==> src/rtl/mem_burst_writer.sv <==
// mem_burst_writer: drains the FWFT packing FIFO from the 8-to-32 burst
// up-converter and writes fixed-length bursts into the frame-buffer memory
// controller. It turns the byte-count/eof side bits into byte masks and
// frame-relative word addresses. A partial burst is flushed after the FIFO
// has sat non-empty, but below the burst threshold, for FLUSH_TIMEOUT cycles.
//
// Handshake rule used on both controller channels: a transfer happens on a
// clock edge where valid and ready are both high. Once valid is raised, valid
// and its payload stay unchanged until that edge. Valid never depends on
// ready.
module mem_burst_writer #(
    parameter int unsigned BURST_LEN     = 32,
    parameter int unsigned ADDR_W        = 21,
    parameter int unsigned BASE_ADDR     = 0,
    parameter int unsigned BUF_WORDS     = 65536,
    parameter int unsigned FLUSH_TIMEOUT = 256
) (
    input  logic              clk,
    input  logic              rst,
    input  logic              us_burst_avail,
    input  logic              us_empty,
    output logic              us_rd_en,
    input  logic [35:0]       us_rd_data,
    output logic              mem_cmd_vld_o,
    input  logic              mem_cmd_rdy_i,
    output logic [ADDR_W-1:0] mem_cmd_addr_o,
    output logic              mem_wdata_vld_o,
    input  logic              mem_wdata_rdy_i,
    output logic [31:0]       mem_wdata_o,
    output logic [3:0]        mem_wmask_o,
    output logic              frame_done_o
);

    localparam int unsigned BEAT_W = $clog2(BURST_LEN);
    localparam int unsigned TMO_W  = $clog2(FLUSH_TIMEOUT + 1);

    localparam logic [ADDR_W-1:0] BASE      = ADDR_W'(BASE_ADDR);
    localparam logic [ADDR_W:0]   ADDR_END  = (ADDR_W + 1)'(BASE_ADDR + BUF_WORDS);
    localparam logic [ADDR_W:0]   ADDR_STEP = (ADDR_W + 1)'(BURST_LEN);
    localparam logic [BEAT_W-1:0] LAST_BEAT = BEAT_W'(BURST_LEN - 1);
    localparam logic [TMO_W-1:0]  TMO_LAST  = TMO_W'(FLUSH_TIMEOUT - 1);

    typedef enum logic [1:0] {
        ST_IDLE = 2'd0,
        ST_CMD  = 2'd1,
        ST_DATA = 2'd2,
        ST_DONE = 2'd3
    } state_t;

    state_t              state_q, state_d;
    logic [ADDR_W-1:0]   addr_q, addr_d;
    logic [TMO_W-1:0]    tmo_q, tmo_d;
    logic [BEAT_W-1:0]   beat_q, beat_d;
    logic                pad_q, pad_d;
    logic                eof_seen_q, eof_seen_d;

    logic [ADDR_W:0]     addr_sum;
    logic                head_pad;
    logic [1:0]          head_be;
    logic                head_eof;

    // The reserved bit of the FIFO word carries nothing for this block.
    logic                unused_rsvd;
    assign unused_rsvd = us_rd_data[32];

    assign head_be        = us_rd_data[35:34];
    assign head_eof       = us_rd_data[33];
    assign mem_cmd_addr_o = addr_q;

    // State, address, counters and per-burst flags.
    always_ff @(posedge clk or posedge rst) begin
        if (rst) begin
            state_q    <= ST_IDLE;
            addr_q     <= BASE;
            tmo_q      <= '0;
            beat_q     <= '0;
            pad_q      <= 1'b0;
            eof_seen_q <= 1'b0;
        end else begin
            state_q    <= state_d;
            addr_q     <= addr_d;
            tmo_q      <= tmo_d;
            beat_q     <= beat_d;
            pad_q      <= pad_d;
            eof_seen_q <= eof_seen_d;
        end
    end

    // Next-state logic and all outputs. Data-phase outputs come straight from
    // the FIFO head, which stays put while the controller stalls.
    always_comb begin
        state_d         = state_q;
        addr_d          = addr_q;
        tmo_d           = tmo_q;
        beat_d          = beat_q;
        pad_d           = pad_q;
        eof_seen_d      = eof_seen_q;
        us_rd_en        = 1'b0;
        mem_cmd_vld_o   = 1'b0;
        mem_wdata_vld_o = 1'b0;
        mem_wdata_o     = '0;
        mem_wmask_o     = 4'hF;
        frame_done_o    = 1'b0;
        head_pad        = pad_q | us_empty;
        addr_sum        = {1'b0, addr_q} + ADDR_STEP;

        case (state_q)
            ST_IDLE: begin
                if (us_burst_avail) begin
                    tmo_d   = '0;
                    state_d = ST_CMD;
                end else if (us_empty) begin
                    tmo_d = '0;
                end else if (tmo_q == TMO_LAST) begin
                    // Leftover words have waited long enough: flush a partial burst.
                    tmo_d   = '0;
                    state_d = ST_CMD;
                end else begin
                    tmo_d = tmo_q + 1'b1;
                end
            end

            ST_CMD: begin
                mem_cmd_vld_o = 1'b1;
                if (mem_cmd_rdy_i) begin
                    state_d    = ST_DATA;
                    beat_d     = '0;
                    pad_d      = 1'b0;
                    eof_seen_d = 1'b0;
                end
            end

            ST_DATA: begin
                mem_wdata_vld_o = 1'b1;
                if (!head_pad) begin
                    mem_wdata_o = us_rd_data[31:0];
                    case (head_be)
                        2'd3:    mem_wmask_o = 4'h0;
                        2'd2:    mem_wmask_o = 4'h8;
                        2'd1:    mem_wmask_o = 4'hC;
                        default: mem_wmask_o = 4'hE;
                    endcase
                    us_rd_en = mem_wdata_rdy_i;
                    if (mem_wdata_rdy_i && head_eof) begin
                        eof_seen_d = 1'b1;
                        pad_d      = 1'b1;
                    end
                end else if (us_empty) begin
                    // Padding must stay sticky once started, even while stalled,
                    // so a word that arrives late cannot replace a pad beat on
                    // the bus or land after a hole.
                    pad_d = 1'b1;
                end
                if (mem_wdata_rdy_i) begin
                    beat_d = beat_q + 1'b1;
                    if (beat_q == LAST_BEAT) begin
                        state_d = ST_DONE;
                    end
                end
            end

            ST_DONE: begin
                if (eof_seen_q) begin
                    addr_d       = BASE;
                    frame_done_o = 1'b1;
                end else if (addr_sum >= ADDR_END) begin
                    addr_d = BASE;
                end else begin
                    addr_d = addr_sum[ADDR_W-1:0];
                end
                state_d = ST_IDLE;
            end

            default: begin
                state_d = ST_IDLE;
            end
        endcase
    end

endmodule
==> config.mk <==
export PLATFORM = sky130hd
export DESIGN_NAME = mem_burst_writer
export DESIGN_NICKNAME = d
export VERILOG_FILES = /design/src/rtl/mem_burst_writer.sv
export SDC_FILE = /design/constraint.sdc
export NUM_CORES = 1
export LEC_CHECK = 0
export ABC_CLOCK_PERIOD_IN_PS = 2600
export CAP_MARGIN = 40
export CORE_MARGIN = 2
export CORE_UTILIZATION = 42
export CTS_CLUSTER_DIAMETER = 200
export CTS_CLUSTER_SIZE = 40
export DETAILED_ROUTE_END_ITERATION = 8
export GPL_ROUTABILITY_DRIVEN = 0
export GPL_TIMING_DRIVEN = 0
export PLACE_DENSITY = 0.85
export REMOVE_ABC_BUFFERS = 1
export SETUP_SLACK_MARGIN = 0.3
export SYNTH_ARGS = -nofsm -noshare
export SYNTH_HDL_FRONTEND = slang
export SYNTH_SLANG_ARGS = --single-unit
==> constraint.sdc <==
create_clock -name clk -period 2.6 [get_ports clk]
set_input_delay 0.52 -clock clk [delete_from_list [all_inputs] [get_ports clk]]
set_output_delay 0.52 -clock clk [all_outputs]
set_load 0.01 [all_outputs]
# --- Word level (Yosys, flattened, before mapping) ---
# Cells that the tools add are included.
word_totals:
  regBits: 39
  inputBits: 42
  elab_cells: 68
op_classes:
  order_cmp: 1
  add_sub_neg: 3
  mux: 33
  n_eq_ne: 17
  bitwise_logic: 1
  n_reduce_logical: 7
op_table:
  columns: ["operator", "n"]
  rows:
  - ["$mux W32", 2]
  - ["$mux W21", 2]
  - ["$mux W9", 3]
  - ["$add A21 B6 Y22 const B", 1]
  - ["$ge A22 B17 Y1 const B", 1]
  - ["$mux W2", 6]
  - ["$ne A3 B3 Y1 const B", 4]
  - ["$pmux W4 S3", 1]
  - ["$mux W1", 11]
  - ["$mux W5", 2]
  - ["$ne A2 B2 Y1 const B", 5]
  - ["$pmux W5 S2", 1]
  - ["$add A9 B1 Y9 const B", 1]
  - ["$eq A9 B8 Y1 const B", 1]
  - ["$eq A2 B2 Y1 const B", 4]
  - ["$mux W4", 2]
  - ["$pmux W2 S4", 1]
  - ["$reduce_and A4 Y1", 2]
  - ["$add A5 B1 Y5 const B", 1]
  - ["$eq A5 B5 Y1 const B", 1]
  - ["$reduce_and A5 Y1", 1]
  - ["$eq A2 B1 Y1 const B", 2]
  - ["$pmux W1 S2", 2]
  - ["$reduce_and A3 Y1", 1]
  - ["4 further kinds", 4]

# --- Logic depth before layout (Yosys ltp) ---
# Gate-level depths: netlist of run 1.
depth:
  depth_word: 5
  depth_mapped: 7

# --- Least setup slack after synthesis of run 1 ---
# Ideal clock, no wire load.
synth_timing:
  path_kind: "register to output"
  startpoint: "register state_q[0]"
  endpoint: "output mem_wdata_o[10]"
  path_buffers: 2
  arrival_time_ns: 1.559
  required_time_ns: 2.080
  path_slack_ns: 0.521
  stages_incl_launch_ff: 7
  path_cell_list: "dfrtp_1 -> inv_1 -> ha_1 -> nor3b_1 -> clkbuf_1 -> clkbuf_1 -> and2_1"
synth_via:
  elab_chain_len: 2
synth_lines:
  columns: ["item", "line_no", "rtl"]
  rows:
  - ["start, declared", "50", "state_t state_q, state_d;"]
  - ["start signal, assigned", "80", "state_q <= state_d;"]
  - ["$eq A2 B2 Y1", "107", "case (state_q)"]
  - ["$mux W32", "107", null]
  - ["end, declared", "29", "output logic [31:0] mem_wdata_o,"]
# Every way passes these cells.

# --- Worst setup path in the final report of run 1 ---
layout_timing:
  startpoint: "register state_q[0]"
  endpoint: "output mem_wmask_o[3]"
layout_via:
  elab_chain_len: 2
layout_lines:
  columns: ["item", "line_no", "rtl"]
  rows:
  - ["$eq A2 B2 Y1", "107", null]
  - ["$mux W4", "107", null]
  - ["end, declared", "30", "output logic [3:0] mem_wmask_o,"]
# Every way passes these cells.

==> qor.yml, run 1 <==
worst_hold_slack_ns: 0.513
ys_types: 50
cap_violations: 0
wirelength_um: 6880
first_global_vias: 2306
ant_nets: 0
insertion_delay_ns: 0.29
path_clk_slew_ns: 0.07
yosysSeqAreaShare_pct: 37.6
netlist_area_mm2: 0.00226
avgRoutedWirePerCell_um: 15.6
nets: 419
tns_ns: 0
p_seq_share_pct: 29.7
drv_slew: 0
synth-simple-area-share_pct: 29.6
ys.flop_type: "dfrtp_1"
cts_sinks: 34
grt_max_degree: 22
max_stage_delay_ns: 0.41
timing.final.crit_share_pct: 88.7
r2r_start: "state_q[0]$_DFFE_PP0P_"
hp-class: "reg2reg"
dr.pass1.iters: 4
yosysTopAreaCell: "dfrtp_1"
antenna_found_initial: 0
final_layout_size_suffix_gt1_share_pct: 28.1
cp-start-kind: "flop"
power_density_mw_per_mm2: 675
reg2reg_slack_ns: 0.43
met1_length_um: 2620
skew_ns: 0.00478
rr_worst_depth: 8
fin_crit_ns: 2.31
required_ns: 2.08
min_path_cells: 1
root_buffer: "clkbuf_8"
met3_length_um: 603
worst_pin_slew_ns: 0.605
dieWidth_um: 77.4
hp-start: "tmo_q[0]$_DFFE_PP0P_"
drt_iter0_markers: 99
utilization_pct: 71.0
swShare_pct: 37.8
h-tree-depth: 2
grt_pass1_wl_um: 10600
netlist_instances: 259
port_buffers: 96
synth-compound-area-share_pct: 18.9
cpLargestDelayFamily: "buffers and inverters"
vias: 2383
post-route-drc-count: 0
reg2reg_to: "tmo_q[7]$_DFFE_PP0P_"
rows: 26
synth_top_area_share_pct: 37.6
wl_met2_um: 3520
cts_tree: "built"
fmax_mhz: 434
muxShareOfSynthArea_pct: 1.38
avgSynthCellArea_um2: 8.74
async_reset_ff_share_pct: 100
leakage_nw: 1.58
die_h_um: 77.4
synthAdderAreaFrac_pct: 4.42
synth_xor_area_share_pct: 0.387
peakVddDrop_v: 0.000332
synth_edf_count: 0
synthToLayoutAreaGrowth_pct: 61.2
hold_violations: 0
cp_max_fo: 7
endpoint_kind: "output pin"
crit_slowest_cell: "dfrtp_1"
grt_usage_pct: 21.8
synth.area.top_cells: "dfrtp_1 (38%), and2_1 (9.4%), ha_1 (4.4%)"
holdPathEnd: "tmo_q[0]$_DFFE_PP0P_"
synth_top_family_by_area: "simple AND/OR/NAND/NOR gates"
initial_core_util_pct: 44.1
status: "finished, final reports clean"
p_switching_uw: 930
maxSlewHeadroom_pct: 59.6
antenna_cells: 0
power.internal_mw: 1.53
fillerInstances: 383
top_layer_used: "met4"
crit_arrival_ns: 1.79
setup_viol: 0
die_area_mm2: 0.00600
critPathKind: "reg2out"
ys_seq_elements: 34
path_buf_inv: 4
clkPwrFrac_pct: 16.8
rsz0062_at_grt: "true"
synth_warnings: 0
cts_buffer_depth: 2
numCtsBuffers: 5
crit_path_cell_trace: "inv_2 -> ha_4 -> nor3b_4 -> buf_4 -> buf_6 -> nand3_1 -> dlygate4sd2_1"
viasPerCell: 5.42
core_mm2: 0.00514
overflow: 0
power_frac_comb_pct: 53.5
pin_count: 103
dp_hpwl_um: 4600
power groups by stage:
stage	registers, mW	logic [mW]	clock network [mW]
after global routing	0.746	1.45	0.445
after global placement	0.722	0.994	0
after detailed placement	0.728	1.04	0
after CTS	0.727	1.09	0.419
final	0.732	1.32	0.415
after floorplan	0.714	0.589	0
kinds of logic after synthesis:
kind of cell,count (synthesis)
buf+inv,38
fa+ha+maj,8
xor+xnor,1
mux,3
flops,34
other cells,1
simple gates,117
compound gates,57
registers in the layout (all words and copies together), names as in the netlist:
signal and flops:
state_q 2, mem_cmd_addr_o 16, beat_q 5, tmo_q 9
eof_seen_q 1, pad_q 1
layout make-up:
class | instances | area [um^2] | share of cell area [%]
well taps | 70 | 87.6 | 2.40
flip-flops and latches | 34 | 852 | 23.3
clock inverters | 1 | 5.00 | 0.137
clock buffers | 7 | 86.3 | 2.37
inverters | 20 | 75.1 | 2.06
multi-input cells | 191 | 1360 | 37.3
repair buffers | 117 | 1180 | 32.4
worst max path at each step:
stage | startpoint | endpoint | slack, ns | depth (start not counted)
after CTS | state_q[0]$_DFFE_PP0P_ | mem_wdata_o[23] | 0.14 | 8
after global placement | us_empty | mem_wmask_o[1] | -2.17 | 4
final | state_q[0]$_DFFE_PP0P_ | mem_wmask_o[3] | 0.29 | 7
after global routing | state_q[0]$_DFFE_PP0P_ | mem_wdata_o[19] | 0.20 | 7
after detailed placement | us_empty | mem_wdata_o[23] | -0.77 | 5
after floorplan | state_q[0]$_DFFE_PP0P_ | mem_wmask_o[1] | -0.72 | 4
routing by layer:
metal,global-route usage (%),vias up
met4,8.93,0
met2,37.4,121
met3,7.44,17
met5,0,-
met1,24.6,1120
li1,-,1125
worst register-to-register path, cell delays in order (launching register included):
cell     delay (ns)
dfrtp_1        0.41
inv_2          0.09
buf_4          0.12
ha_2           0.30
nor2b_1        0.23
o41ai_2        0.16
or2_2          0.32
or3_1          0.35
o21ai_0        0.11
synth_stat cells (all sizes together) (2+ instances only):
library cell,instances
or2,2
a41oi,4
clkbuf,10
nand2b,4
o311ai,3
nand4,7
mux2i,2
o31ai,2
ha,8
a22oi,2
nor4,3
and2,34
or3,4
nor2b,6
nor2,11
o21ai,13
and3,5
nand2,22
a21boi,2
a31oi,5
o22ai,4
buf,8
dfrtp,34
a22o,6
a21oi,8
nand3,14
inv,19
metrics by stage:
stage / worst slack, ns / total power [mW] / std cells / instance area (um^2)
6_report: 0.294 / 2.46 / 440 / 3650
2_1_floorplan: -0.718 / 1.30 / 245 / 2180
4_1_cts: 0.143 / 2.23 / 433 / 3350
3_3_place_gp: -2.17 / 1.72 / 411 / 3230
3_5_place_dp: -0.768 / 1.77 / 415 / 3290
5_1_grt: 0.200 / 2.64 / 440 / 3650
layout by cell type, fill, tap and decap left out, types with 2 or more instances in the layout:
cell type / instances
a21oi_1: 8
nand2b_1: 4
o31ai_1: 2
a22o_1: 6
or3_1: 4
dlygate4sd2_1: 7
ha_2: 2
nand4_1: 6
or2_2: 2
and2_1: 8
o22ai_1: 4
dfrtp_1: 33
clkbuf_8: 6
buf_4: 10
o311ai_2: 2
a22oi_1: 2
a41oi_1: 4
nand2_1: 22
a31oi_1: 5
o21ai_0: 13
conb_1: 5
mux2i_1: 2
inv_1: 18
nand3_1: 13
clkdlybuf4s50_1: 58
clkbuf_2: 3
nor4_1: 2
and3_1: 4
nor2_1: 11
ha_1: 5
nor2b_1: 6
buf_6: 36
a21boi_0: 2
and2_4: 26
repair_timing:
| item | 4_1_cts | 5_1_grt |
|---|---|---|
| buffers inserted | 8 | 5 |
| resized for setup | 134 | 68 |
| cloned | 2 | 2 |
| endpoints found under the setup margin | 42 | 37 |
| pin swaps | 1 | 11 |
| hold buffers | 0 | 0 |
(Power assumes the default switching activity.)
==> run 2, diff against run 1 <==
- SLEW_MARGIN: not set -> 25
==> qor.yml, run 2 (synthesis gave the netlist of run 1 again) <==
status: "finished, final reports clean"
ant_nets: 0
synthToLayoutAreaGrowth_pct: 56.4
hold_violations: 0
skew_ns: 0.00302
tns_ns: 0
port_buffers: 96
rsz0062_at_grt: "true"
holdBufCountCts: 0
root_buffer: "clkbuf_8"
rows: 26
final_common_cell: "clkdlybuf4s50_1"
cts_tree: "built"
vias: 2349
initial_core_util_pct: 44.1
largest_register_ffs: 16
wirelength_um: 6570
dp_hpwl_um: 4590
final_cell_mix: "clkdlybuf4s50_1 (57), dfrtp_1 (33), nand2_1 (22), buf_6 (19), and2_1 (18)"
numCtsBuffers: 5
cts_buffer_depth: 2
final_layout_size_suffix_gt1_share_pct: 28.0
leakage_nw: 1.54
drt_iter0_markers: 154
power_density_mw_per_mm2: 676
fmax_mhz: 434
path_clk_slew_ns: 0.07
avgRoutedWirePerCell_um: 15.0
maxSlewHeadroom_pct: 53.1
power_mw: 2.40
required_ns: 2.08
cts_sinks: 34
critPathKind: "reg2out"
post-route-drc-count: 0
setup_viol: 0
insertion_delay_ns: 0.28
cap_violations: 0
die_area_mm2: 0.00600
dieWidth_um: 77.4
dr.pass1.iters: 4
viasPerCell: 5.36
fin_crit_ns: 2.30
drv_slew: 0
crit_arrival_ns: 1.78
antenna_found_initial: 0
timing.final.crit_share_pct: 88.6
cp-start-kind: "flop"
die_h_um: 77.4
grt_max_degree: 35
cp_max_fo: 7
grt_usage_pct: 21.5
nets: 419
peakVddDrop_v: 0.000337
hp-class: "reg2reg"
fillerInstances: 428
endpoint_kind: "output pin"
pin_count: 103
core_mm2: 0.00514
h-tree-depth: 2
antenna_cells: 0
grt_pass1_wl_um: 10300
worst_pin_slew_ns: 0.702
first_global_vias: 2272
overflow: 0
-- run 2: layout make-up --
| class | instances | area, um^2 | area share (%) |
|---|---|---|---|
| Clock buffer | 6 | 82.6 | 2.33 |
| Inverter | 20 | 75.1 | 2.12 |
| Multi-Input combinational cell | 191 | 1370 | 38.5 |
| Sequential cell | 34 | 852 | 24.1 |
| Tap cell | 70 | 87.6 | 2.47 |
| Timing Repair Buffer | 117 | 1080 | 30.5 |
-- run 2: critical path, stage by stage, from the launching register on --
cell and delay (ns):
dfrtp_2 0.46, ha_4 0.19, nor3b_4 0.15, buf_4 0.14, buf_6 0.13, buf_4 0.15, and2_1 0.15, buf_2 0.13
-- run 2: power by group --
part	internal, mW	total, mW	switching (mW)	leakage [nW]
Sequential	0.622	0.739	0.118	0.460
Combinational	0.677	1.27	0.589	1.04
Clock	0.204	0.389	0.185	0.0431
Total	1.50	2.40	0.892	1.54
-- run 2: per-layer routing --
layer  routed length, um  vias up  track usage, %
met4                 123        0            7.50
met1                2510     1099            23.6
met3                 596       10            8.60
met5                   0        -               0
li1                    -     1123               -
met2                3350      117            37.5
-- run 2: repair_timing --
item | 4_1_cts | 5_1_grt
pin swaps | 1 | 14
endpoints found under the hold margin | 0 | 0
endpoints found under the setup margin | 42 | 46
buffers inserted | 9 | 7
cloned | 0 | 1
resized for setup | 76 | 109
-- run 2: path summary, 6_finish.rpt --
path	startpoint	endpoint	slack, ns	depth (start not counted)
max in group asynchronous	rst	state_q[1]$_DFFE_PP0P_	1.45	2
max reg2reg	mem_cmd_addr_o[5]$_DFFE_PP0P_	mem_cmd_addr_o[15]$_DFFE_PP0P_	0.42	7
min reg2reg	tmo_q[0]$_DFFE_PP0P_	tmo_q[0]$_DFFE_PP0P_	0.51	1
max	state_q[1]$_DFFE_PP0P_	mem_wdata_o[2]	0.30	7
min	tmo_q[0]$_DFFE_PP0P_	tmo_q[0]$_DFFE_PP0P_	0.51	1
min in group asynchronous	rst	tmo_q[2]$_DFFE_PP0P_	0.66	2
-- run 2: through the flow --
step	util [%]	std cells	hold slack, ns	setup slack [ns]	area [um^2]
floorplan	-	245	0.470	-0.718	2180
global placement	62.9	411	0.483	-2.17	3230
detailed placement	63.6	415	0.508	-0.692	3270
CTS	66.9	430	0.517	0.178	3440
global route	68.9	438	0.539	0.217	3540
finish	68.9	438	0.508	0.296	3540
